$ cat config.mk
export PLATFORM = sky130hd
export DESIGN_NAME = alu_op_seq
export DESIGN_NICKNAME = d
export VERILOG_FILES = /design/src/rtl/alu_op_seq.sv
export SDC_FILE = /design/constraint.sdc
export NUM_CORES = 1
export LEC_CHECK = 0
export BUFFER_PORTS_ARGS = -buffer_cell sky130_fd_sc_hd__clkbuf_2
export CAP_MARGIN = 10
export CORE_AREA = 2 2 163 165
export DETAILED_ROUTE_END_ITERATION = 16
export DIE_AREA = 0 0 165 167
export PLACE_DENSITY_LB_ADDON = 0.15
export SLEW_MARGIN = 10
export SYNTH_ARGS = -nofsm -noshare
export SYNTH_HDL_FRONTEND = slang
export SYNTH_SLANG_ARGS = --single-unit
export TNS_END_PERCENT = 50
$ cat constraint.sdc
create_clock -name clk -period 14.4 [get_ports clk]
set_input_delay 2.88 -clock clk [delete_from_list [all_inputs] [get_ports clk]]
set_output_delay 2.88 -clock clk [all_outputs]
set_load 0.05 [all_outputs]
$ cat src/rtl/alu_op_seq.sv
// alu_op_seq: FIFO-buffered operand sequencer that feeds a combinational alu and registers its result.
// Optional `ALU_SEQ_OPCHK_EN`: requests with opcode >= 6 are accepted, dropped, and flagged on err.
module alu_op_seq #(
    parameter int DEPTH = 4,
    parameter int W = 32
) (
    input  logic                     clk,
    input  logic                     reset,
    input  logic                     in_valid,
    output logic                     in_ready,
    input  logic [W-1:0]             in_a,
    input  logic [W-1:0]             in_b,
    input  logic [2:0]               in_op,
    output logic [W-1:0]             alu_a,
    output logic [W-1:0]             alu_b,
    output logic [2:0]               alu_op,
    input  logic [W-1:0]             alu_c,
    output logic                     out_valid,
    input  logic                     out_ready,
    output logic [W-1:0]             out_c,
    output logic [2:0]               out_op,
    output logic [$clog2(DEPTH):0]   count,
    output logic                     err
);
    localparam int AW = $clog2(DEPTH);
    localparam logic [AW:0] FULL = (AW + 1)'(DEPTH);

    logic [W-1:0] mem_a [DEPTH];
    logic [W-1:0] mem_b [DEPTH];
    logic [2:0]   mem_op [DEPTH];
    logic [AW-1:0] wptr, rptr;
    logic iss_v, acc, push, pop, res_adv;

    assign in_ready = count != FULL;
    assign acc = in_valid && in_ready;
`ifdef ALU_SEQ_OPCHK_EN
    assign push = acc && (in_op < 3'd6);
`else
    assign push = acc;
`endif
    assign res_adv = iss_v && (!out_valid || out_ready);
    assign pop = (count != '0) && (!iss_v || res_adv);

    // Storage needs no reset: only entries between rptr and wptr are ever read.
    always_ff @(posedge clk) begin
        if (push) begin
            mem_a[wptr] <= in_a;
            mem_b[wptr] <= in_b;
            mem_op[wptr] <= in_op;
        end
    end

    always_ff @(posedge clk or posedge reset) begin
        if (reset) begin
            wptr <= '0;
            rptr <= '0;
            count <= '0;
        end else begin
            wptr <= wptr + AW'(push);
            rptr <= rptr + AW'(pop);
            count <= count + (AW + 1)'(push) - (AW + 1)'(pop);
        end
    end

    always_ff @(posedge clk or posedge reset) begin
        if (reset) begin
            alu_a <= '0;
            alu_b <= '0;
            alu_op <= '0;
            iss_v <= 1'b0;
        end else begin
            if (pop) begin
                alu_a <= mem_a[rptr];
                alu_b <= mem_b[rptr];
                alu_op <= mem_op[rptr];
            end
            iss_v <= pop || (iss_v && !res_adv);
        end
    end

    always_ff @(posedge clk or posedge reset) begin
        if (reset) begin
            out_c <= '0;
            out_op <= '0;
            out_valid <= 1'b0;
        end else begin
            if (res_adv) begin
                out_c <= alu_c;
                out_op <= alu_op;
            end
            out_valid <= res_adv || (out_valid && !out_ready);
        end
    end

`ifdef ALU_SEQ_OPCHK_EN
    always_ff @(posedge clk or posedge reset) begin
        if (reset) err <= 1'b0;
        else err <= acc && (in_op >= 3'd6);
    end
`else
    assign err = 1'b0;
`endif
endmodule

After elaboration in Yosys (flattened, before gate mapping)
Memory sizes are Yosys's and may differ from the RTL's. A register that Yosys moved wholly into a read port is not among the register bits.
Cells that the tools add are included.
{ "op_classes": {"add_sub_neg": 4, "n_eq_ne": 1, "muxes": 2, "reduce_logical": 14} }
{ "op_table": {"columns": ["cell", "n"], "rows": [
  ["logical AND 1 bit", 5],
  ["adder 2 x 1 -> 2 bit", 2],
  ["zero test 1 bit", 4],
  ["logical OR 1 bit", 4],
  ["adder 3 x 1 -> 3 bit", 1],
  ["inequality test 3 bit (second input constant)", 1],
  ["nonzero test 3 bit", 1],
  ["subtractor 3 x 1 -> 3 bit", 1],
  ["2-to-1 mux 1 bit", 2]
]} }
{ "totals": {"regBits": 44, "mem_bits_rw": 268, "inputBits": 103, "out_inout_bits": 108, "wordCells": 31, "n_memories": 3} }
{ "mem_list": {"columns": ["memory", "depth", "width", "rd", "rd_ports_with_merged_regs", "wr", "line_no", "rtl"], "rows": [
  ["mem_a", 4, 32, 1, 1, 1, "28", "logic [W-1:0] mem_a [DEPTH];"],
  ["mem_b", 4, 32, 1, 1, 1, "29", "logic [W-1:0] mem_b [DEPTH];"],
  ["mem_op", 4, 3, 1, 1, 1, "30", "logic [2:0] mem_op [DEPTH];"]
]} }

Longest topological paths before layout
Gate-level depths: netlist of the first run.
{ "depth": {"word_depth": 6, "mapped_depth": 10, "ltp_nobuf": 8} }

Worst setup path before layout of the first run
No wires, ideal clock.
{ "synth_timing": {"kind": "input port to flip-flop", "start": "in in_valid", "end": "mem mem_a[1][0], enable pin", "setup_ps": 588, "arrival_ps": 7935, "required_time_ps": 13812, "slack_ps": 5876, "stages": 2, "path_buffers": 0, "path_cell_list": "nand2_1 nor3b_1"} }
{ "synth_between": {"elab_chain_len": 3} }
{ "synth_rtl": {"columns": ["element", "line_no", "rtl"], "rows": [
  ["from (decl)", "9", "input logic in_valid,"],
  ["logical AND 1 bit", "35", "assign acc = in_valid && in_ready;"],
  ["2-to-1 mux 1 bit", "46", "if (push) begin"],
  ["2-to-1 mux 1 bit (implied by the code)", "47", "mem_a[wptr] <= in_a;"],
  ["to (decl)", "28", null]
]} }
No other way between the ends.

Final worst setup path of the first run
{ "layout_timing": {"start": "reg count[1]", "end": "out in_ready"} }
{ "layout_between": {"elab_chain_len": 1} }
{ "layout_rtl": {"columns": ["element", "line_no", "rtl"], "rows": [
  ["from (decl)", "22", "output logic [$clog2(DEPTH):0] count,"],
  ["from (signal assigned)", "61", "count <= count + (AW + 1)'(push) - (AW + 1)'(pop);"],
  ["inequality test 3 bit", "34", "assign in_ready = count != FULL;"],
  ["to (decl)", "10", "output logic in_ready,"]
]} }
No other way between the ends.

==> results of run 1 <==
power groups by stage:
stage                     Combinational, mW  Sequential [mW]  Clock, mW
final                                  1.35             1.68      0.921
after global routing                   1.43             1.71      0.993
after CTS                              1.37             1.68      0.944
after detailed placement               1.37             1.70          0
after global placement                 1.35             1.69          0
after floorplan                       0.681             2.08          0
flip-flops by register name (all words and copies together), names as in the netlist:
| name | count |
|---|---|
| mem_a | 128 |
| mem_b | 128 |
| alu_a | 32 |
| alu_b | 32 |
| out_c | 32 |
| mem_op | 12 |
| alu_op | 3 |
| count | 3 |
| out_op | 3 |
| rptr | 2 |
| wptr | 2 |
| iss_v | 1 |
| out_valid | 1 |
cell families (layout without fill, tap and decap cells):
kind of cell    count (synthesis)  after routing  synth area share
simple gates                   13             13           0.00527
compound gates                  1              1          0.000625
buf+inv                        32            294            0.0158
xor+xnor                        4              4           0.00250
mux                           169            169             0.198
other cells                     1              2          0.000268
flops                         379            379             0.773
fa+ha+maj                       5              5           0.00500
worst max-delay path, cell delays in order, from the launching register on:
cell and delay, ns:
dfrtp_1 0.41, or3b_2 0.50, clkbuf_2 0.25
layer usage:
layer,part of all wire,routed length (µm)
met2,0.49,12300
met1,0.41,10300
met3,0.079,1980
met5,0.00064,16
met4,0.023,586
layout make-up:
cell class | instances | area [µm²] | share of cell area
Sequential cell | 379 | 10800 | 0.653
Multi-Input combinational cell | 193 | 2990 | 0.180
Clock buffer | 58 | 1140 | 0.0688
Timing Repair Buffer | 219 | 1120 | 0.0676
Tap cell | 335 | 419 | 0.0253
Clock inverter | 12 | 52.6 | 0.00317
Inverter | 5 | 21.3 | 0.00128
Antenna cell | 1 | 2.50 | 0.000151
cells in the mapped netlist:
cell	n
edfxtp_1	268
dfrtp_1	111
mux2_2	72
mux4_2	67
mux2_4	30
buf_2	11
clkbuf_1	5
inv_1	5
buf_12	4
buf_4	4
ha_1	4
nand2_1	4
buf_1	2
nand2b_1	2
nor3_1	2
nor3b_1	2
xnor2_1	2
xor2_1	2
a21oi_2	1
and3_1	1
buf_6	1
conb_1	1
fa_1	1
nor2b_1	1
or3b_2	1
final timing paths:
kind / startpoint / slack (ns) / cells past startpoint / endpoint
max in group asynchronous: reset / 10.62 / 3 / rptr[1]
min in group asynchronous: reset / 2.58 / 2 / out_c[30]
worst min register to register: out_op[0] / 0.50 / 1 / out_op[0]
worst max register to register: rptr[0] / 11.79 / 3 / alu_b[15]
worst max-delay path: count[1] / 9.85 / 2 / in_ready
worst min-delay path: out_op[0] / 0.50 / 1 / out_op[0]
through the flow:
stage               hold slack [ns]  setup slack (ns)
floorplan                     0.488              5.88
global placement              0.486              9.67
detailed placement            0.493              9.66
CTS                           0.506              9.83
global route                  0.519              9.80
finish                        0.502              9.85
cells in the final DEF (no fill, tap or decap), types with 4 or more instances in the layout:
master and n:
buf_4 10, clkbuf_1 12, clkbuf_16 41, clkbuf_2 209, clkbuf_8 5, clkinv_1 6, clkinv_2 6, dfrtp_1 109
edfxtp_1 268, ha_1 4, inv_1 4, mux2_2 72, mux2_4 30, mux4_2 67, nand2_1 4
==> impl_results.md, run 1 <==
* Final nets at roughly 940
* Worst skew pair latency at roughly 0.51 ns
* NetSw at 1.39 mW
* Clock sink total at between 300 and 400
* Maximum vdd drop at 0.143 mV
* Core box area at between 0.02 and 0.03 mm²
* Setup crit end kind: output pin
* Period minus WS final at ~4.6 ns
* Post_cts resized at 0
* Initial antenna violation count at 2
* Leakage at about 6.3 nW
* RSZ-0062 raised after global routing: no
* Drt first-iter violations at 427
* Largest net degree at the start of global routing at 74
* Worst-margin pin slew at ~1.2 ns
* HPWL Detailed at around 15000 µm
* Maxcap violations at 0
* Worst hold-check path type: flop to flop
* Cts bufs inserted at 38
* Number of global-route vias before repair at 6961
* Synth Cell Area at around 0.014 mm²
* Port Buffers at around 210
* Syn Nets at approximately 710
* Layout overhead on the synthesized area at 18.3%
* Layout cells sized above 1 at 0.518
* Routing usage on met1 at 0.242
* Placed cell areas at between 0.015 and 0.02 mm²
* RePlAce Congestion at a little over 0.7
* Non-filler instance count after layout at around 1200
* Most Crowded Layer GR: met2
* DRC Markers at 0
* Final core utilization at 0.643
* CP Class: flop to output pin
* Die height at between 150 and 200 µm
* Final Hold Fails at 0
* Net Sw Frac at 0.353
* Post-synthesis sequential area ratio at 0.773
* Total setup buffers inserted after CTS at 0
* Post-synth top area cell: edfxtp_1
* Worst Path Required at between 10 and 15 ns
* Clk pin slew, worst setup/hold paths at approximately 0.060 ns
* Routed via count at 6503
* CP startpoint kind: flop
* Avg WL per Cell at around 21 µm
* Total negative slack at 0 ns
* Die ar. at 0.0276 mm²
* Hold-fix buffers, CTS at 0
* Endpoints failing setup at 0
* Area contributors post-synth: edfxtp_1 57%, dfrtp_1 20%, mux4_2 11%
* Max Clock Skew at 0.0100 ns
* Core Rows at 59
* Critical-path maximum fanout at 4
* Mean Syn Cell Area at 23.2 µm²
* GR Util All Layers at 0.184
* TritonCTS clock tree: built
* Status: finished, final reports clean
* Period utilisation layout at 0.316
* Antenna Nets Post-Route at 0
* Inst Count DP at between 1000 and 1500
* Fill cell count at 1751
* Final WL at around 25000 µm
* Final instance area at 0.0166 mm²
* DR vias/cell at approximately 5.4
* H-tree lvl count at 2
* Total power at 3.95 mW
* Initial Utilization at 0.544
* Yosys top cell area share at 0.574
* First-pass GRT wire length at between 30000 and 40000 µm
* Power share of the sequential group at 0.424
* Slew HR at 0.196
* Drt first pass iters at 4
* Clock group share of total power at 0.233
* Cell Int Power at approximately 2.6 mW
* Root Buffer: clkbuf_16
* Cell Pwr Density at 238 mW/mm²
* Synth cell types at 25
* Gate Count Post-Synth at 604
* Yosys reg bits at 379
* M3 GR Usage at 0.0481
* GRT met2 Usage at 0.303
* Die Wd at 165 µm
* Fmax achieved at 220 MHz
* Clk buf depth at 3
* Grt total ovfl at 0
* CP arrival at 1.67 ns
* Yosys warns at 0
* I/O pins at 211
* Final Max Slew Viols at 0
* Comb pwr share at 0.343
(Power assumes the default switching activity.)
==> run 2: changes to the inputs <==
clock period = 4.7 ns   (was 14.4 ns; I/O delays follow)
==> run 2 against run 1 <==
Compared with the run above:
- hold slack got worse by 0.10 ns
- critical path type unchanged
- non-clock buffer count rose by 3
- power rose to 3.1 times the previous value
- clock power rose to 3.2 times the previous value
- register-to-register slack got worse by 9.5 ns
- critical path depth did not move
- final area rose by 0.55%
- worst setup slack got worse by 7.8 ns
- cell count rose by 0.17%
==> impl_results.md, run 2 (synthesis gave the netlist of run 1 again) <==
* Status: finished, final reports clean
* Largest regs: mem_a (128), mem_b (128)
* Drt first-iter violations at 351 (-18%)
* Largest net degree at the start of global routing at 82 (+11%)
* Layout cells sized above 1 at 0.524 (+0.00572)
* RePlAce Congestion at 0.722 (+1.6%)
* Leakage at 6.37 nW (+0.77%)
* TritonCTS clock tree: built
* Drt first pass iters at 4 (unchanged)
* Core box area at 0.0258 mm² (unchanged)
* DRC Markers at 0 (unchanged)
* Die height at 167 µm (unchanged)
* Hold-fix buffers, CTS at 0 (unchanged)
* GR Util All Layers at 0.189 (+0.00583)
* Port Buffers at 209 (unchanged)
* Final instance area at 0.0167 mm² (+0.55%)
* Post-Place Setup Slack at 1.73 ns (-7.93 ns)
* Cell Pwr Density at 732 mW/mm² (+210%)
* Routed via count at 6485 (-0.28%)
* H-tree lvl count at 2 (unchanged)
* Final core utilization at 0.647 (+0.00355)
* Final WS setup at 2.09 ns (-7.75 ns)
* First-pass GRT wire length at 39400 µm (+2.9%)
* Grt total ovfl at 0 (unchanged)
* Total setup buffers inserted after CTS at 0 (unchanged)
* Endpoints failing setup at 0 (unchanged)
* Number of buffer and inverter stages on the critical path at 1 (unchanged)
* DR vias/cell at 5.39 (-0.44%)
* Clock sink total at 379 (unchanged)
* Clk buf depth at 3 (unchanged)
* CP arrival at 1.67 ns (about the same)
* Worst-margin pin slew at 1.06 ns (-0.146 ns)
* Leading cell type in the layout, fill and taps excluded: edfxtp_1
* Fmax achieved at about 380 MHz
* Maxcap violations at 0 (unchanged)
* CP cell instances: or3b_2, clkbuf_2
* Max incr delay on CP at 0.49 ns (about the same)
* Die Wd at 165 µm (unchanged)
* Clk pin slew, worst setup/hold paths at 0.06 ns (about the same)
* Slew HR at 0.294 (+0.0975)
* Final nets at 947 (+0.32%)
* Critical-path maximum fanout at 4 (unchanged)
* I/O pins at 211 (unchanged)
* Avg WL per Cell at 20.9 µm (about the same)
* Initial Utilization at 0.544 (unchanged)
* Placed cell areas at 0.0154 mm² (+0.18%)
* Commonest non-fill, non-tap cells in the layout: 268 x edfxtp_1, 209 x clkbuf_2, 109 x dfrtp_1
* Cts bufs inserted at 38 (unchanged)
* Period utilisation layout at 0.554
* CP top delay family: simple AND/OR/NAND/NOR gates
* Post_cts resized at 0 (unchanged)
* Setup slack, reg-to-reg at 2.27 ns (-9.52 ns)
* Total negative slack at 0 ns (unchanged)
* Worst Path Required at 3.76 ns (-7.76 ns)
* Worst hold-check path type: input pin to asynchronous set/reset pin
* Die ar. at 0.0276 mm² (unchanged)
* Core Rows at 59 (unchanged)
* Setup crit end kind: output pin
* Root Buffer: clkbuf_16
* Number of global-route vias before repair at 6963 (+0.029%)
* Antenna Nets Post-Route at 0 (unchanged)
* Maximum vdd drop at 0.419 mV (+190%)
* Final Max Slew Viols at 0 (unchanged)
* Max Clock Skew at 0.0167 ns (+0.00665 ns)
* RSZ-0062 raised after global routing: no
* Layout overhead on the synthesized area at 19.0%
* Initial antenna violation count at 2 (unchanged)
* Worst skew pair latency at 0.52 ns (about the same)
* Total power at 12.2 mW (+210%)
* Worst path slowest cell: or3b_2
* Period minus WS final at between 2 and 3 ns
* CP Class: flop to output pin
* CP startpoint kind: flop
* Final Hold Fails at 0 (unchanged)
* Final WL at 25100 µm (+0.10%)
* HPWL Detailed at 15100 µm (+1.3%)
[run 2: cell count changes in the layout (fill, tap and decap cells not counted), sizes merged]
cell,delta
buf,+3
bufinv,+2
clkbuf,-3
[run 2: stage by stage]
stage                     hold slack [ns]  cells
after floorplan                     0.494    604
after global placement              0.486   1133
final                               0.398   1204
after global routing                0.416   1203
after detailed placement            0.495   1133
after CTS                           0.509   1202
[run 2: final cells by class]
class	instances	area, µm²
sequential	379	10800
fill	1734	9090
multi-input combinational	193	3000
timing repair buffer	222	1160
clock buffer	55	1110
tap	335	419
clock inverter	14	120
inverter	5	21.3
antenna	1	2.50
[run 2: layer usage]
| metal | vias up | wire length [µm] | GRT usage |
|---|---|---|---|
| met5 | - | 14 | 0 |
| met4 | 2 | 595 | 0.0590 |
| met3 | 43 | 1680 | 0.0463 |
| met2 | 218 | 12300 | 0.312 |
| met1 | 3320 | 10500 | 0.252 |
| li1 | 2902 | - | - |
[run 2: worst paths after layout]
check | start | to | cells after the start
max | count[1] | in_ready | 2
min | reset | out_c[29] | 2
max reg2reg | rptr[0] | alu_a[10] | 3
min reg2reg | alu_a[0] | alu_a[0] | 1
max in group asynchronous | reset | alu_a[31] | 4
min in group clk | alu_a[0] | alu_a[0] | 1
[run 2: worst register-to-register path, delay by kind of cell, from the launching register on]
family | cells | cell delay [ns]
buf+inv | 1 | 0.44
mux | 2 | 0.83
flops | 1 | 1.04
[run 2: power by group]
group          switching, mW  internal [mW]
logic                   2.50           1.61
clock network           1.17           1.75
registers              0.619           4.55
